--- src/rtl/dircc_types_pkg.sv ---
// Shared dircc packet types plus the receiver framing constants and word-store helper.
package dircc_types_pkg;

  typedef struct packed {
    logic [31:0] hw_addr;
    logic [15:0] sw_addr;
    logic [6:0]  port;
    logic        flag;
  } address_t;

  typedef struct packed {
    address_t    dest;
    address_t    src;
    logic [31:0] lamport;
    logic [95:0] data;
  } packet_t;

  localparam int unsigned DIRCC_PACKET_WORDS = 8;
  localparam int unsigned DIRCC_HEADER_WORDS = 5;

  typedef enum logic [1:0] {IDLE, RECV, DROP} rx_state_t;

  // Address words carry their fields in [31:8]; the low byte is ignored.
  function automatic packet_t dircc_store_word(packet_t p, logic [2:0] idx, logic [31:0] w);
    packet_t r;
    r = p;
    case (idx)
      3'd0: r.dest.hw_addr = w;
      3'd1: {r.dest.sw_addr, r.dest.port, r.dest.flag} = w[31:8];
      3'd2: r.src.hw_addr = w;
      3'd3: {r.src.sw_addr, r.src.port, r.src.flag} = w[31:8];
      3'd4: r.lamport = w;
      default: r.data[32*(int'(idx) - int'(DIRCC_HEADER_WORDS)) +: 32] = w;
    endcase
    return r;
  endfunction

endpackage

--- src/rtl/dircc_avalon_st_packet_receiver_fifo_fifo.sv ---
// Synchronous first-word-fall-through FIFO with level, full and empty outputs.
module dircc_packet_fifo #(
  parameter int unsigned WIDTH = 32,
  parameter int unsigned DEPTH = 4
) (
  input  logic                     clk_i,
  input  logic                     rst_ni,
  input  logic                     push_i,
  input  logic [WIDTH-1:0]         data_i,
  input  logic                     pop_i,
  output logic [WIDTH-1:0]         data_o,
  output logic [$clog2(DEPTH):0]   level_o,
  output logic                     full_o,
  output logic                     empty_o
);
  localparam int unsigned AW = $clog2(DEPTH);

  logic [WIDTH-1:0] mem_q [DEPTH];
  logic [AW-1:0]    wr_q, rd_q;
  logic [AW:0]      cnt_q;
  logic             do_push, do_pop;

  assign full_o  = (cnt_q == (AW+1)'(DEPTH));
  assign empty_o = (cnt_q == '0);
  assign do_push = push_i && !full_o;
  assign do_pop  = pop_i && !empty_o;
  assign level_o = cnt_q;
  assign data_o  = empty_o ? '0 : mem_q[rd_q];

  always_ff @(posedge clk_i) begin
    if (!rst_ni) begin
      wr_q  <= '0;
      rd_q  <= '0;
      cnt_q <= '0;
    end else begin
      if (do_push) wr_q <= wr_q + AW'(1);
      if (do_pop)  rd_q <= rd_q + AW'(1);
      case ({do_push, do_pop})
        2'b10:   cnt_q <= cnt_q + (AW+1)'(1);
        2'b01:   cnt_q <= cnt_q - (AW+1)'(1);
        default: cnt_q <= cnt_q;
      endcase
    end
  end

  always_ff @(posedge clk_i) begin
    if (do_push) mem_q[wr_q] <= data_i;
  end

endmodule

--- src/rtl/dircc_avalon_st_packet_receiver_fifo.sv ---
// Reassembles 8-beat dircc packets from Avalon-ST, drops malformed framing, buffers in a FIFO.
module dircc_avalon_st_packet_receiver_fifo
  import dircc_types_pkg::*;
#(
  parameter int unsigned FIFO_DEPTH     = 4,
  parameter int unsigned DROP_CNT_WIDTH = 16,
  parameter bit          STRICT_EMPTY   = 1'b0
) (
  input  logic                        clk,
  input  logic                        reset_n,
  input  logic                        booting,
  input  logic [31:0]                 in_data,
  input  logic                        in_valid,
  output logic                        in_ready,
  input  logic                        in_sop,
  input  logic                        in_eop,
  input  logic [1:0]                  in_empty,
  output packet_t                     packet_data,
  output logic                        packet_valid,
  input  logic                        packet_ready,
  output logic                        receive_nearly_done,
  output logic                        receive_done,
  output logic [$clog2(FIFO_DEPTH):0] fifo_level,
  output logic                        rx_error,
  output logic [DROP_CNT_WIDTH-1:0]   drop_count
);
  localparam logic [2:0] LAST_IDX = 3'(DIRCC_PACKET_WORDS - 1);

  rx_state_t                 state_q, state_d;
  logic [2:0]                idx_q, idx_d;
  packet_t                   pkt_q, pkt_d;
  logic                      done_q, err_q;
  logic [DROP_CNT_WIDTH-1:0] drop_q;
  logic                      push, err, accept, empty_ok;
  logic                      fifo_full, fifo_empty;
  logic [$bits(packet_t)-1:0] fifo_out;

  assign in_ready = reset_n && !booting && !fifo_full;
  assign accept   = in_valid && in_ready;
  assign empty_ok = !STRICT_EMPTY || (in_empty == 2'd0);

  always_comb begin
    state_d = state_q;
    idx_d   = idx_q;
    pkt_d   = pkt_q;
    push    = 1'b0;
    err     = 1'b0;
    if (accept) begin
      unique case (state_q)
        IDLE, DROP: begin
          if (in_sop && in_eop) begin
            err     = 1'b1;
            state_d = IDLE;
          end else if (in_sop) begin
            pkt_d   = dircc_store_word(pkt_q, 3'd0, in_data);
            idx_d   = 3'd1;
            state_d = RECV;
          end else begin
            err     = (state_q == IDLE);
            state_d = in_eop ? IDLE : DROP;
          end
        end
        RECV: begin
          // An sop mid-packet abandons the partial packet and restarts on this beat.
          if (in_sop) begin
            err = 1'b1;
            if (in_eop) begin
              state_d = IDLE;
            end else begin
              pkt_d = dircc_store_word(pkt_q, 3'd0, in_data);
              idx_d = 3'd1;
            end
          end else if (in_eop) begin
            state_d = IDLE;
            if (idx_q == LAST_IDX && empty_ok) begin
              pkt_d = dircc_store_word(pkt_q, idx_q, in_data);
              push  = 1'b1;
            end else begin
              err = 1'b1;
            end
          end else if (idx_q == LAST_IDX) begin
            err     = 1'b1;
            state_d = DROP;
          end else begin
            pkt_d = dircc_store_word(pkt_q, idx_q, in_data);
            idx_d = idx_q + 3'd1;
          end
        end
        default: state_d = IDLE;
      endcase
    end
  end

  always_ff @(posedge clk) begin
    if (!reset_n) begin
      state_q <= IDLE;
      idx_q   <= '0;
      pkt_q   <= '0;
      done_q  <= 1'b0;
      err_q   <= 1'b0;
      drop_q  <= '0;
    end else begin
      state_q <= state_d;
      idx_q   <= idx_d;
      pkt_q   <= pkt_d;
      done_q  <= push;
      err_q   <= err;
      if (err && drop_q != '1) drop_q <= drop_q + DROP_CNT_WIDTH'(1);
    end
  end

  dircc_packet_fifo #(
    .WIDTH ($bits(packet_t)),
    .DEPTH (FIFO_DEPTH)
  ) u_fifo (
    .clk_i   (clk),
    .rst_ni  (reset_n),
    .push_i  (push),
    .data_i  (pkt_d),
    .pop_i   (packet_valid && packet_ready),
    .data_o  (fifo_out),
    .level_o (fifo_level),
    .full_o  (fifo_full),
    .empty_o (fifo_empty)
  );

  assign packet_data         = packet_t'(fifo_out);
  assign packet_valid        = !fifo_empty;
  assign receive_nearly_done = (state_q == RECV) && (idx_q == LAST_IDX);
  assign receive_done        = done_q;
  assign rx_error            = err_q;
  assign drop_count          = drop_q;

endmodule

--- config.mk ---
export PLATFORM = sky130hd
export DESIGN_NAME = dircc_avalon_st_packet_receiver_fifo
export DESIGN_NICKNAME = d
export VERILOG_FILES = /design/src/rtl/dircc_types_pkg.sv /design/src/rtl/dircc_avalon_st_packet_receiver_fifo_fifo.sv /design/src/rtl/dircc_avalon_st_packet_receiver_fifo.sv
export SDC_FILE = /design/constraint.sdc
export NUM_CORES = 1
export LEC_CHECK = 0
export ABC_AREA = 0
export CORE_UTILIZATION = 45
export DETAILED_ROUTE_END_ITERATION = 10
export PLACE_DENSITY = 0.62
export SLEW_MARGIN = 15
export SYNTH_ARGS = -nofsm -noshare
export SYNTH_HDL_FRONTEND = slang
export SYNTH_SLANG_ARGS = --single-unit
--- constraint.sdc ---
create_clock -name clk -period 10.75 [get_ports clk]
set_input_delay 2.15 -clock clk [delete_from_list [all_inputs] [get_ports clk]]
set_output_delay 2.15 -clock clk [all_outputs]
set_load 0.02 [all_outputs]
### Word-level counts from Yosys, hierarchy flattened

Memories as Yosys holds them, arrays and structs flattened. A register that Yosys moved wholly into a read port is not among the register bits.
Index checks and enable logic that the tools add are counted.

* add/sub/neg operators: 8
* $mul: 0
* div/mod/pow operators: 0
* order comparisons: 0
* equal/unequal tests: 17
* shifts and indexed selects: 2
* mux-type cells: 49
* bitwise logic cells: 0
* reduce and logical (&&, ||, !) cells: 21

Operators by type and width (number)
* two-way mux 240 bit: 9
* case mux 240 bit (2 select lines): 1
* bitwise mux 96 bit: 1
* two-way mux 32 bit: 3
* two-way mux 96 bit: 1
* variable shift 32 x 33 -> 96 bit, first input constant: 1
* indexed part select 32 x 33 -> 96 bit: 1
* two-way mux 24 bit: 2
* negator 9 -> 33 bit: 1
* two-way mux 2 bit: 9
* two-way mux 3 bit: 6
* adder 16 x 1 -> 16 bit, second input constant: 1
* != test 16 bit, second input constant: 1
* two-way mux 1 bit: 13
* case mux 3 bit (2 select lines): 2
* == test 3 bit, second input constant: 3
* logical AND 1 bit: 9
* != test 3 bit, second input constant: 3
* adder 3 x 1 -> 3 bit, second input constant: 2
* == test 3 x 2 -> 1 bit, second input constant: 2
* zero test 3 bit: 2
* != test 2 bit, second input constant: 3
* AND reduction 6 bit: 1
* OR reduction 5 bit: 1
* 13 further kinds: 19

* register bits: 270
* latch bits: 0
* memory bits (writable): 960
* memory bits (read-only): 0
* bits of input ports: 41
* output and inout port bits: 264
* memories kept: 1

Memories
* u_fifo.mem_q: words 4, width 240, rd ports 1, clocked after memory_dff 1, write ports 1, RTL line dircc_avalon_st_packet_receiver_fifo_fifo.sv:18 `logic [WIDTH-1:0] mem_q [DEPTH];`

### Longest topological paths before layout

Gate-level depths: netlist of run 1.

* depth in word-level cells: 10
* gate-level depth with buffers: 13

### Cells and area by module

From an unflattened synthesis of run 1, not the netlist that was laid out.

* cells, all modules: 2965
* area, all modules: 47959.7 um^2

Modules (own cells, without submodules)
* dircc_packet_fifo: instances 1, cells each 1574, area each 36761.5 um^2
* dircc_avalon_st_packet_receiver_fifo: instances 1, cells each 1391, area each 11198.2 um^2

### Least setup slack after synthesis of run 1

OpenSTA, ideal clock, no wires.

* path kind: input to register
* start point: input reset_n
* end point: memory u_fifo.mem_q[1][0] (netlist name), enable pin
* arrival time: 8.737 ns
* slack: 1.382 ns
* stages on the path: 7
* path through: buf_2 -> nand3b_1 -> nor2_1 -> clkbuf_1 -> and3_1 -> clkbuf_1 -> and2_1

* longest elaborated chain between the ends: 7

RTL lines
* start: declaration: RTL line dircc_avalon_st_packet_receiver_fifo.sv:10 `input logic reset_n,`
* logical AND 1 bit (2 in a row): RTL line dircc_avalon_st_packet_receiver_fifo.sv:38 `assign in_ready = reset_n && !booting && !fifo_full;`
* logical AND 1 bit: RTL line dircc_avalon_st_packet_receiver_fifo.sv:39 `assign accept = in_valid && in_ready;`
* two-way mux 1 bit: RTL line dircc_avalon_st_packet_receiver_fifo.sv:48 `if (accept) begin`
* logical AND 1 bit: RTL line dircc_avalon_st_packet_receiver_fifo_fifo.sv:25 `assign do_push = push_i && !full_o;`
* two-way mux 1 bit: RTL line dircc_avalon_st_packet_receiver_fifo_fifo.sv:47 `if (do_push) mem_q[wr_q] <= data_i;`
* two-way mux 1 bit (not written as such): RTL line dircc_avalon_st_packet_receiver_fifo_fifo.sv:47
* end: declaration: RTL line dircc_avalon_st_packet_receiver_fifo_fifo.sv:18

No other way between the ends.

==> impl_metrics.toml, run 1 <==
[status]
outcome = "complete, no violations"

[die]
initial_core_util_pct = 45.7
die_w_um = 330
ioPinCount = 305
fp.dieH_um = 330
coreArea_um2 = 106000
die_area_um2 = 109000
num_rows = 119

[clock_network]
clock_sinks = 1232
ctsLongestPathBuffers = 3
cts-resized-gates = 0
cts-hold-fix-buffers = 0
clock_latency_ns = 0.71
cts_buffers = 121
htreeDepth = 3
path_clk_slew_ns = 0.06
tritoncts = "done"
postCtsSetupBuffers = 0
cts-root-buf = "clkbuf_16"

[setup_path]
cp-end-kind = "output pin"
cp_top_family = "buffers and inverters"
r2r-end = "u_fifo.mem_q[3][78]"
crit_chain = "or3_4, buf_4, and2_1, clkdlybuf4s50_1"
cpPeakStageDelay_ns = 0.92
r2r_slack_ns = 6.03
critPathSlowestCell = "buf_4"
worstReg2RegStart = "idx_q[0]"
cp.required_ns = 8.60
critical_path_arrival_ns = 4.06
cp-start-kind = "register"
crit_fanout = 90
cp_num_buf_inv = 2
crit_type = "reg -> out"
r2r_cells = 11

[power_and_ir_drop]
power_density_nw_per_um2 = 168
peakVddDrop_mv = 0.129
p_total_uw = 9530
p_leak_uw = 0.0193

[placement]
hpwl_mm = 68.8
port-buffer-count = 302
gp_congestion = 0.818

[route]
post_drt_wl_per_cell_um = 25.7
dr.pass1.iters = 5
drtIter0Drc = 2500
antenna_left = 0
vias = 26800
drc_errors = 0
drt_wl_total_mm = 123
via_per_inst = 5.60

[worst_hold_path]
hp-class = "reg -> reg"
hold_path_end = "pkt_q[26]"
hp-start = "pkt_q[26]"
hold_depth = 2

[synth]
netlist_area_um2 = 48300
synth-edff-count = 960
ys_types = 59
synth-seq-cells = 1232
ys_async_sr_fraction_pct = 0
seq_area_frac_synth_pct = 70.9
synth.net_count = 3056
synth_warnings = 0
synth_ff_type = "edfxtp_1"
avgSynthCellArea_um2 = 16.1
syn_inst = 2995

[sta]
fin_crit_ns = 6.21
slew_headroom_pct = 23.4
slew_viol_final = 0
worstMarginPinSlew_ns = 1.15
fin_hold_ws_ns = 0.458
rsz0062_at_grt = "no"
fin_skew_ns = 0.0359
period_share_pct = 57.8
hold_viol_final = 0
fin_setup_tns_ns = 0
setup_violations = 0
fmax_mhz = 161

[global_routing]
grt_pass1_vias = 27600
grt-ovfl-total = 0
antenna_found_initial = 8
grt_use_total_pct = 22.6
grt_start_max_net_pins = 142
grt_pass1_wl_mm = 177

[final_layout]
drive_gt1_share_pct = 17.1
multi_input_area_um2 = 13300
final_common_cell = "edfxtp_1"
final_cell_mix = "960 x edfxtp_1, 384 x nand2_1, 319 x and2_1"
fin_nets = 3339
seq_area_um2 = 34300
fillers = 8341
syn_to_final_growth_pct = 17.6

[run]
drv_cap = 0
## metrics by stage
step | cells | setup slack, ns | cell area [µm²] | util (%)
2_1_floorplan | 2995 | 1.38 | 48300 | -
3_3_place_gp | 4546 | 4.63 | 52700 | 49.8
3_5_place_dp | 4546 | 4.62 | 52700 | 49.8
4_1_cts | 4773 | 4.35 | 56800 | 53.7
5_1_grt | 4776 | 4.24 | 56800 | 53.7
6_report | 4781 | 4.54 | 56900 | 53.7
## power by group
part           switching (µW)  total, µW  internal, µW  leakage [µW]
Combinational             104        138          34.1       0.00583
Clock                    1750       4310          2560       0.00199
Sequential               3.71       5080          5070        0.0114
## flip-flops by register name, summed over array words and instances (netlist names), named ones only
| register | flops |
|---|---|
| idx_q | 3 |
| drop_count | 16 |
| u_fifo.mem_q | 960 |
| receive_done | 1 |
| state_q | 2 |
| rx_error | 1 |
| u_fifo.level_o | 3 |
| pkt_q | 240 |
| u_fifo.wr_q | 2 |
| u_fifo.rd_q | 2 |
## synth_stat cells, drive strengths merged (3+ instances only)
| cell | n | area [µm²] |
|---|---|---|
| a31oi | 17 | 106 |
| mux2 | 95 | 1190 |
| nand3 | 88 | 440 |
| or3 | 8 | 50.1 |
| edfxtp | 960 | 28800 |
| buf | 58 | 323 |
| dfxtp | 272 | 5450 |
| or4 | 6 | 45.0 |
| nor2b | 4 | 25.0 |
| nor2 | 22 | 82.6 |
| a21oi | 100 | 500 |
| and3 | 11 | 68.8 |
| mux4 | 240 | 5410 |
| xnor2 | 3 | 26.3 |
| a22o | 17 | 149 |
| a211oi | 3 | 22.5 |
| xor2 | 6 | 52.6 |
| nand2 | 385 | 1450 |
| mux2i | 3 | 30.0 |
| nor3b | 4 | 41.3 |
| nand4 | 9 | 62.6 |
| o21ai | 132 | 661 |
| inv | 16 | 60.1 |
| or2 | 6 | 37.5 |
| nand2b | 35 | 219 |
| nor3 | 7 | 40.0 |
| clkbuf | 121 | 454 |
| ha | 19 | 238 |
| o21a | 3 | 22.5 |
| and2 | 323 | 2020 |
## area by class of cell
class                           count  area share, %
Sequential cell                  1232           60.3
Clock buffer                      187           6.22
Timing Repair Buffer              339           5.94
Clock inverter                     40          0.973
Antenna cell                        8         0.0352
Tap cell                         1391           3.06
Multi-Input combinational cell   1567           23.4
Inverter                           17          0.117
## worst reg2reg max path: stages (launching register included)
cell and delay, ns:
dfxtp_1 0.47, inv_1 0.21, ha_1 0.30, xor2_1 0.17, and3_1 0.20, ha_1 0.28, buf_4 0.27, nor3_1 0.30
nor4b_1 0.53, nand4bb_4 0.56, buf_4 0.58, o21ai_0 0.55
## cells by family after synthesis
logic type | after synthesis | synth area share (%)
AND/OR/NAND/NOR | 919 | 9.68
multiplexers | 338 | 13.7
buffers and inverters | 196 | 1.74
AO/OA/AOI/OAI | 280 | 3.21
adder cells (fa/ha/maj) | 20 | 0.533
flip-flops | 1232 | 70.9
XOR/XNOR | 10 | 0.215
## routing by layer
metal  up-vias  global-route usage (%)  wire length [µm]
li1      11900                       -                 -
met1     13800                    28.4             48400
met2       898                    37.9             60500
met3       194                    4.75              9070
met4         0                    9.62              4710
met5         -                       0                 0
## worst max path at each step
| stage | to | slack, ns | cells after the start | startpoint |
|---|---|---|---|---|
| after floorplan | u_fifo.mem_q[1][0] | 1.38 | 7 | reset_n |
| after global placement | u_fifo.mem_q[1][46] | 4.63 | 7 | booting |
| after detailed placement | u_fifo.mem_q[3][42] | 4.62 | 7 | booting |
| after CTS | packet_data[74] | 4.35 | 4 | register |
| after global routing | packet_data[92] | 4.24 | 4 | register |
| final | packet_data[155] | 4.54 | 4 | u_fifo.level_o[0] |
(Power assumes the default switching activity.)
==> inputs of run 2 (changes only) <==
--- a/config.mk
+++ b/config.mk
@@ -8,7 +8,7 @@
 export ABC_AREA = 0
 export CORE_UTILIZATION = 45
 export DETAILED_ROUTE_END_ITERATION = 10
-export PLACE_DENSITY = 0.62
+export PLACE_DENSITY = 0.65
 export SLEW_MARGIN = 15
 export SYNTH_ARGS = -nofsm -noshare
 export SYNTH_HDL_FRONTEND = slang
==> constraint.sdc (replaced) <==
create_clock -name clk -period 5.4 [get_ports clk]
set_input_delay 1.08 -clock clk [delete_from_list [all_inputs] [get_ports clk]]
set_output_delay 1.08 -clock clk [all_outputs]
set_load 0.02 [all_outputs]
==> run 2 against run 1 <==
Compared with the run above: global-route usage rose by 0.27 points; largest cell class unchanged; core utilization rose by 0.72 points; combinational power rose by 100%; clock-buffer cell count rose by 2; wire length rose by 0.72%; first-iteration DRC count rose by 9.2%; register-to-register slack got worse by 5.2 ns.
==> impl_metrics.toml, run 2 (same netlist as run 1, synthesis figures left out) <==
[setup_path]
path_depth = 10
cp_num_buf_inv = 2
crit_type = "reg -> reg"
r2r-end = "u_fifo.mem_q[2][81]"
crit_fanout = 73
cp-start-kind = "register"
r2r_cells = 10
crit_chain = "inv_1, ha_1, xor2_1, and3_1, ha_1, nor3_1, nor4b_1, nand4bb_4, buf_4, o21ai_0"
worstReg2RegStart = "idx_q[0]"
cpPeakStageDelay_ns = 0.82
cp-end-kind = "register"
critPathSlowestCell = "nand4bb_4"
r2r_slack_ns = 0.78
cp_top_family = "simple AND/OR/NAND/NOR gates"
critical_path_arrival_ns = 5.11
cp.required_ns = 5.89
path_common_cell = "ha_1"

[placement]
port-buffer-count = 302
dp.cells = 4584
gp_congestion = 0.815
hpwl_mm = 73.5
dpl_cell_area_um2 = 53400
dp_slack_ns = 0.828

[route]
post_drt_wl_per_cell_um = 25.6
dr.pass1.iters = 5
via_per_inst = 5.63
antenna_left = 0
drtIter0Drc = 2730
vias = 27200
drc_errors = 0
drt_wl_total_mm = 124

[final_layout]
stdcell_count = 4829
drive_gt1_share_pct = 18.2
seq_area_um2 = 34300
fin_nets = 3387
final_common_cell = "edfxtp_1"
final_cell_mix = "960 x edfxtp_1, 385 x nand2_1, 319 x and2_1"
fin_area_um2 = 57600
multi_input_area_um2 = 13300
syn_to_final_growth_pct = 19.2
largest_reg_flops = 960
top_register = "u_fifo.mem_q"
fillers = 8291

[sta]
fmax_mhz = 217
fin_skew_ns = 0.0227
setup_ws_ns = 0.782
rsz0062_at_grt = "no"
period_share_pct = 85.5
slew_headroom_pct = 18.2
fin_crit_ns = 4.62
fin_setup_tns_ns = 0
setup_violations = 0
slew_viol_final = 0
worstMarginPinSlew_ns = 1.22
hold_viol_final = 0

[clock_network]
cts-root-buf = "clkbuf_16"
htreeDepth = 4
clock_sinks = 1232
tritoncts = "done"
clock_latency_ns = 0.74
ctsLongestPathBuffers = 3
cts_buffers = 131
cts-resized-gates = 0
postCtsSetupBuffers = 0
cts-hold-fix-buffers = 0
path_clk_slew_ns = 0.06

[die]
fp.dieH_um = 330
initial_core_util_pct = 45.7
die_w_um = 330
coreArea_um2 = 106000
num_rows = 119
die_area_um2 = 109000
ioPinCount = 305

[status]
outcome = "complete, no violations"

[power_and_ir_drop]
power_density_nw_per_um2 = 333
p_leak_uw = 0.0195
p_total_uw = 19200
peakVddDrop_mv = 0.212

[global_routing]
grt_start_max_net_pins = 117
grt_use_total_pct = 22.8
antenna_found_initial = 9
grt-ovfl-total = 0
grt_pass1_vias = 27600
grt_pass1_wl_mm = 180

[worst_hold_path]
hold_path_end = "pkt_q[16]"
hp-class = "reg -> reg"
hp-start = "pkt_q[16]"
hold_depth = 2

[run]
drv_cap = 0
run 2: cell types whose count changed in the layout (fill, tap and decap cells not counted), moves of 6 or more:
cell | before | now
bufinv_16 | 13 | 7
inv_6 | 1 | 7
clkbuf_16 | 123 | 135
buf_12 | 7 | 34
buf_4 | 30 | 41
clkinv_2 | 11 | 20
clkbuf_8 | 22 | 15
run 2: worst max path at each step:
stage	start	to	slack (ns)
after floorplan	reset_n	u_fifo.mem_q[0][0]	-0.21
after global placement	in_sop	u_fifo.mem_q[2][88]	1.05
final	idx_q[0]	u_fifo.mem_q[2][81]	0.78
after CTS	register	packet_data[211]	0.77
after global routing	idx_q[0]	u_fifo.mem_q[2][86]	0.35
after detailed placement	idx_q[0]	u_fifo.mem_q[2][77]	0.83
run 2: area by class of cell:
type / count / share of cell area, %
Clock buffer: 189 / 6.48
Timing Repair Buffer: 377 / 6.96
Antenna cell: 4 / 0.0174
Clock inverter: 52 / 0.877
Sequential cell: 1232 / 59.5
Multi-Input combinational cell: 1567 / 23.0
Tap cell: 1391 / 3.02
Inverter: 17 / 0.119
run 2: metal layers:
metal	up-vias	global-route usage, %	share of wire, %
met5	-	0	0.018
met4	4	7.13	2.5
met3	171	4.82	7.7
met2	986	36.2	47
met1	14000	31.8	43
li1	12000	-	-
run 2: through the flow:
step           util [%]  hold WS [ns]
2_1_floorplan         -         0.439
3_3_place_gp       50.4         0.447
3_5_place_dp       50.4         0.452
4_1_cts            54.4         0.460
5_1_grt            54.4         0.480
6_report           54.4         0.458
run 2: report_power, final:
group          leakage (µW)  total (µW)  internal [µW]  switching [µW]
Sequential           0.0113       10100          10100            7.59
Clock               0.00208        8780           5160            3620
Combinational       0.00608         279           71.2             207
run 2: tightest hold or removal path, delay by kind of cell, from the launching register on:
kind               cells  cell delay [ns]
DFF                    1             0.29
and+or+nand+nor        1             0.06
AOI/OAI and AO/OA      1             0.05
